[config.mk]
export PLATFORM = sky130hd
export DESIGN_NAME = nc_pair_stats
export DESIGN_NICKNAME = d
export VERILOG_FILES = /design/src/rtl/nc_pair_stats.sv
export SDC_FILE = /design/constraint.sdc
export NUM_CORES = 1
export LEC_CHECK = 0
export ABC_AREA = 1
export BUFFER_PORTS_ARGS = -buffer_cell sky130_fd_sc_hd__buf_2
export CORE_MARGIN = 10
export CORE_UTILIZATION = 40
export DETAILED_ROUTE_END_ITERATION = 12
export PLACE_DENSITY = 0.69
export SLEW_MARGIN = 20
export SYNTH_ARGS = -nofsm -noshare
export SYNTH_HDL_FRONTEND = slang
export SYNTH_SLANG_ARGS = --single-unit
[constraint.sdc]
create_clock -name clk -period 1.9 [get_ports clk]
set_input_delay 0.095 -clock clk [delete_from_list [all_inputs] [get_ports clk]]
set_output_delay 0.095 -clock clk [all_outputs]
set_load 0.05 [all_outputs]
[src/rtl/nc_pair_stats.sv]
// Per-frame statistics over (AND, XOR) bit pairs. Summary records leave through a valid/ready handshake.
// Optional idle-timeout close is built when NC_PAIR_STATS_TIMEOUT_EN is defined.
module nc_pair_stats #(
  parameter int unsigned CNT_W   = 8,
  parameter int unsigned MAX_LEN = 16,
  parameter int unsigned TIMEOUT = 32
) (
  input  logic             clk,
  input  logic             rst,
  input  logic             in_valid,
  output logic             in_ready,
  input  logic             in_and,
  input  logic             in_xor,
  input  logic             in_last,
  output logic             out_valid,
  input  logic             out_ready,
  output logic [CNT_W-1:0] out_len,
  output logic [CNT_W-1:0] out_and_cnt,
  output logic [CNT_W-1:0] out_xor_cnt,
  output logic             out_parity,
  output logic             out_maxed,
  output logic             out_timeout
);

  if (MAX_LEN < 1 || MAX_LEN > (2**CNT_W) - 1 || TIMEOUT < 1) begin : g_bad_param
    $error("nc_pair_stats: MAX_LEN or TIMEOUT out of range");
  end

  typedef enum logic {ACCUM, HOLD} state_t;

  state_t           r_state;
  state_t           w_state_nx;
  logic             r_run;
  logic [CNT_W-1:0] r_len;
  logic [CNT_W-1:0] r_and;
  logic [CNT_W-1:0] r_xor;
  logic             r_par;

  logic             w_accept;
  logic             w_at_max;
  logic             w_close;
  logic             w_tmo;
  logic [CNT_W-1:0] w_len_sum;
  logic [CNT_W-1:0] w_and_sum;
  logic [CNT_W-1:0] w_xor_sum;
  logic             w_par_sum;

  assign w_accept  = in_valid && in_ready;
  assign w_at_max  = (r_len == CNT_W'(MAX_LEN - 1));
  assign w_close   = (w_accept && (in_last || w_at_max)) || w_tmo;
  // A timeout close has no accept, so the sums reduce to the current partial totals.
  assign w_len_sum = r_len + CNT_W'(w_accept);
  assign w_and_sum = r_and + CNT_W'(w_accept && in_and);
  assign w_xor_sum = r_xor + CNT_W'(w_accept && in_xor);
  assign w_par_sum = r_par ^ (w_accept && in_xor);

`ifdef NC_PAIR_STATS_TIMEOUT_EN
  localparam int unsigned IDLE_W = $clog2(TIMEOUT + 1);

  logic [IDLE_W-1:0] r_idle;

  // Fires on the edge where the idle count would reach TIMEOUT; an accept on that edge wins.
  assign w_tmo = (r_state == ACCUM) && (r_len != '0) && !w_accept &&
                 (r_idle == IDLE_W'(TIMEOUT - 1));

  always_ff @(posedge clk) begin
    if (rst) begin
      r_idle <= '0;
    end else if (r_state != ACCUM || w_accept || r_len == '0 || w_tmo) begin
      r_idle <= '0;
    end else begin
      r_idle <= r_idle + 1'b1;
    end
  end
`else
  assign w_tmo = 1'b0;
`endif

  always_ff @(posedge clk) begin
    if (rst) begin
      r_state <= ACCUM;
      r_run   <= 1'b0;
    end else begin
      r_state <= w_state_nx;
      r_run   <= 1'b1;
    end
  end

  always_comb begin
    w_state_nx = r_state;
    case (r_state)
      ACCUM:   if (w_close)   w_state_nx = HOLD;
      HOLD:    if (out_ready) w_state_nx = ACCUM;
      default: w_state_nx = ACCUM;
    endcase
  end

  always_comb begin
    in_ready  = 1'b0;
    out_valid = 1'b0;
    case (r_state)
      ACCUM:   in_ready  = r_run;
      HOLD:    out_valid = 1'b1;
      default: in_ready  = 1'b0;
    endcase
  end

  always_ff @(posedge clk) begin
    if (rst || w_close) begin
      r_len <= '0;
      r_and <= '0;
      r_xor <= '0;
      r_par <= 1'b0;
    end else if (w_accept) begin
      r_len <= w_len_sum;
      r_and <= w_and_sum;
      r_xor <= w_xor_sum;
      r_par <= w_par_sum;
    end
  end

  always_ff @(posedge clk) begin
    if (rst) begin
      out_len     <= '0;
      out_and_cnt <= '0;
      out_xor_cnt <= '0;
      out_parity  <= 1'b0;
      out_maxed   <= 1'b0;
      out_timeout <= 1'b0;
    end else if (w_close) begin
      out_len     <= w_len_sum;
      out_and_cnt <= w_and_sum;
      out_xor_cnt <= w_xor_sum;
      out_parity  <= w_par_sum;
      out_maxed   <= w_accept && w_at_max && !in_last;
      out_timeout <= w_tmo;
    end
  end

endmodule
==> metrics <==
Die Width roughly 100 um; slowest cell on the critical path dfxtp_4; Setup Viol. Count Final 0; GRT Residual Overflow 0; CTS Sinks 53; CTS clk-pin slew, worst paths approximately 100 ps; Longest Clk Path Bufs 2; RR Startpoint r_state; Routed WL 5950 um; DR vias 2374; Pwr Total between 2000 and 2500 uW; VDD IR max a little under 0.4 mV; Chip Height ~100 um; largest net degree at the start of global routing 33; TritonCTS buffer count 5; hold_sp out_ready; Placer Congestion approximately 0.86; clk root buf clkbuf_8; final hold vios 0; clk_lat worst skew roughly 320 ps; fin util roughly 47%; power density over cell area 702 nW/um^2; Post-Place Cells just under 500; Slew Limit Fails 0; Core Area roughly 6400 um^2; P&R area growth vs syn 11.9%; unrepaired setup endpoints after global routing false; Rows 29; CP required approximately 2100 ps; final setup TNS 0 ps; post-route ant nets 0; Hold Path Class in -> reg; Synth Warn # 0; mapped cell area 2660 um^2; IO Port Bufs 34; Avg WL per Cell 11.9 um; leakage 0.00163 uW; Post-CTS Setup Bufs 0; Max Freq just under 600 MHz; element type at the critical path end flop; #FFs+latches synth 53; sequential area share after synthesis between 30% and 40%; vias in the first global route 2216; Syn Nets 400; Max Clock Skew between 10 and 15 ps; First-pass DRT Iterations 4; GRT Overall Usage a little under an eighth; Avg Inst Size Synth around 6.9 um^2; hold buffer count at cts 0; initial cell density of the core around 42%; die area 10300 um^2; synth unique cells 25; I/O pin count 36; Ant. Diodes 0; Crit Path Max Fanout 4; initial drt markers 123; startpoint type of the worst setup path flop; DP HPWL roughly 4200 um; drt via density roughly 4.8; PostCTS Resize Cnt 0; DRC errors left 0; Max Cap Viol 0; fin crit period 1700 ps; Crit path largest cell delay 350 ps; final std cells w/o fill around 500; first-pass GRT wire length 10200 um; share of cells above drive strength 1 between 10% and 20%; H-Tree Depth 2; Worst Setup Path Type reg -> reg; antenna violations before repair 0; Critical Path, Cell by Cell inv_2 -> nand3_2 -> buf_4 -> inv_4 -> ha_1 -> ha_1 -> nand3_1 -> inv_1 -> nand2_1 -> nand2_1 -> o21ai_0 -> inv_1 -> nor2_1; TritonCTS clock tree built; Synth Instances ~390; final period utilization 89.2%; crit path DAT between 1500 and 2000 ps; Layout Nets 434; Critical path origin r_state; status finished, final reports clean
[synth_stat cells]
library cell   n  area, um^2
mux2i_1        5        50.1
nand3_1       56         280
conb_1         1        3.75
nand4_1        6        37.5
nand3_2        2        20.0
nand3b_1       4        30.0
nand2_4        3        33.8
xor2_1         2        17.5
buf_6          6        67.6
a21oi_1        4        20.0
xnor2_1        4        35.0
buf_2          5        25.0
nor2_1        64         240
inv_4          1        6.26
nor2_2         1        6.26
buf_4          3        22.5
ha_1           6        75.1
nand2_2        2        12.5
o21ai_0       12        60.1
inv_1         52         195
inv_2          1        3.75
clkbuf_1       4        15.0
clkinv_1       1        3.75
nand2_1       89         334
dfxtp_1       53        1060
[cell type report]
type                    count  area [um^2]
flip-flops and latches     53         1060
inverters                  55          209
repair buffers             45          253
multi-input cells         261         1260
clock buffers               5         68.8
well taps                  77         96.3
fillers                   662         3410
clock inverters             3         21.3
[cell usage in the layout, fill, tap and decap left out, types with 2 or more instances in the layout]
| cell | n |
|---|---|
| clkbuf_8 | 5 |
| nand3_1 | 56 |
| inv_1 | 52 |
| o21ai_0 | 12 |
| xor2_1 | 2 |
| nand3b_1 | 4 |
| nand3_2 | 2 |
| nand4_1 | 6 |
| buf_2 | 34 |
| ha_1 | 6 |
| xnor2_1 | 4 |
| inv_4 | 2 |
| nand2_4 | 3 |
| mux2i_1 | 5 |
| nor2_1 | 63 |
| dfxtp_1 | 52 |
| clkinvlp_4 | 2 |
| a21oi_1 | 4 |
| nand2_1 | 89 |
| buf_4 | 11 |
| nor2_2 | 2 |
| nand2_2 | 2 |
[cells by family after synthesis]
logic type / count (synthesis) / share of synthesized area, %
mux: 5 / 1.88
buf+inv: 73 / 12.8
xor+xnor: 6 / 1.98
flops: 53 / 39.9
fa+ha+maj: 6 / 2.83
other cells: 1 / 0.141
simple gates: 227 / 37.4
compound gates: 16 / 3.01
[per-layer routing]
metal / vias to the layer above / track usage (%) / wire (um)
met3: 5 / 3.74 / 345
met4: 0 / 3.97 / 65
li1: 1260 / - / -
met5: - / 0 / 0
met1: 1066 / 14.5 / 2860
met2: 43 / 19.4 / 2680
[through the flow]
stage	hold WS [ps]	worst slack (ps)	instance area [um^2]
6_report	106	204	2970
5_1_grt	136	15.4	2970
4_1_cts	90.7	193	2970
3_5_place_dp	432	218	2880
3_3_place_gp	429	256	2880
2_1_floorplan	313	3.96	2660
[report_power, final]
group / internal (uW) / switching, uW / leakage, uW
logic: 76.2 / 194 / 0.00116
clock network: 261 / 397 / 0.0000407
registers: 1140 / 18.0 / 0.000431
[critical path: cells and delay by family (launching register included)]
| kind | cells | cell delay [ps] |
|---|---|---|
| compound gates | 1 | 80 |
| fa+ha+maj | 2 | 330 |
| simple gates | 5 | 390 |
| flops | 1 | 350 |
| buf+inv | 5 | 440 |
[state kept, by name, indices dropped and copies added (netlist names)]
register,flops
r_len,8
r_state,1
r_run,1
out_maxed,1
out_and_cnt,8
r_xor,8
r_and,8
out_xor_cnt,8
out_parity,1
out_len,8
r_par,1
[worst paths after layout]
check | to | cells after the start | slack (ps)
setup / recovery | r_len[4] | 13 | 200
hold / removal | r_state | 4 | 110
setup reg to reg | r_len[4] | 13 | 200
hold reg to reg | out_maxed | 2 | 450
Note: power is estimated with default switching activity, not from simulation.
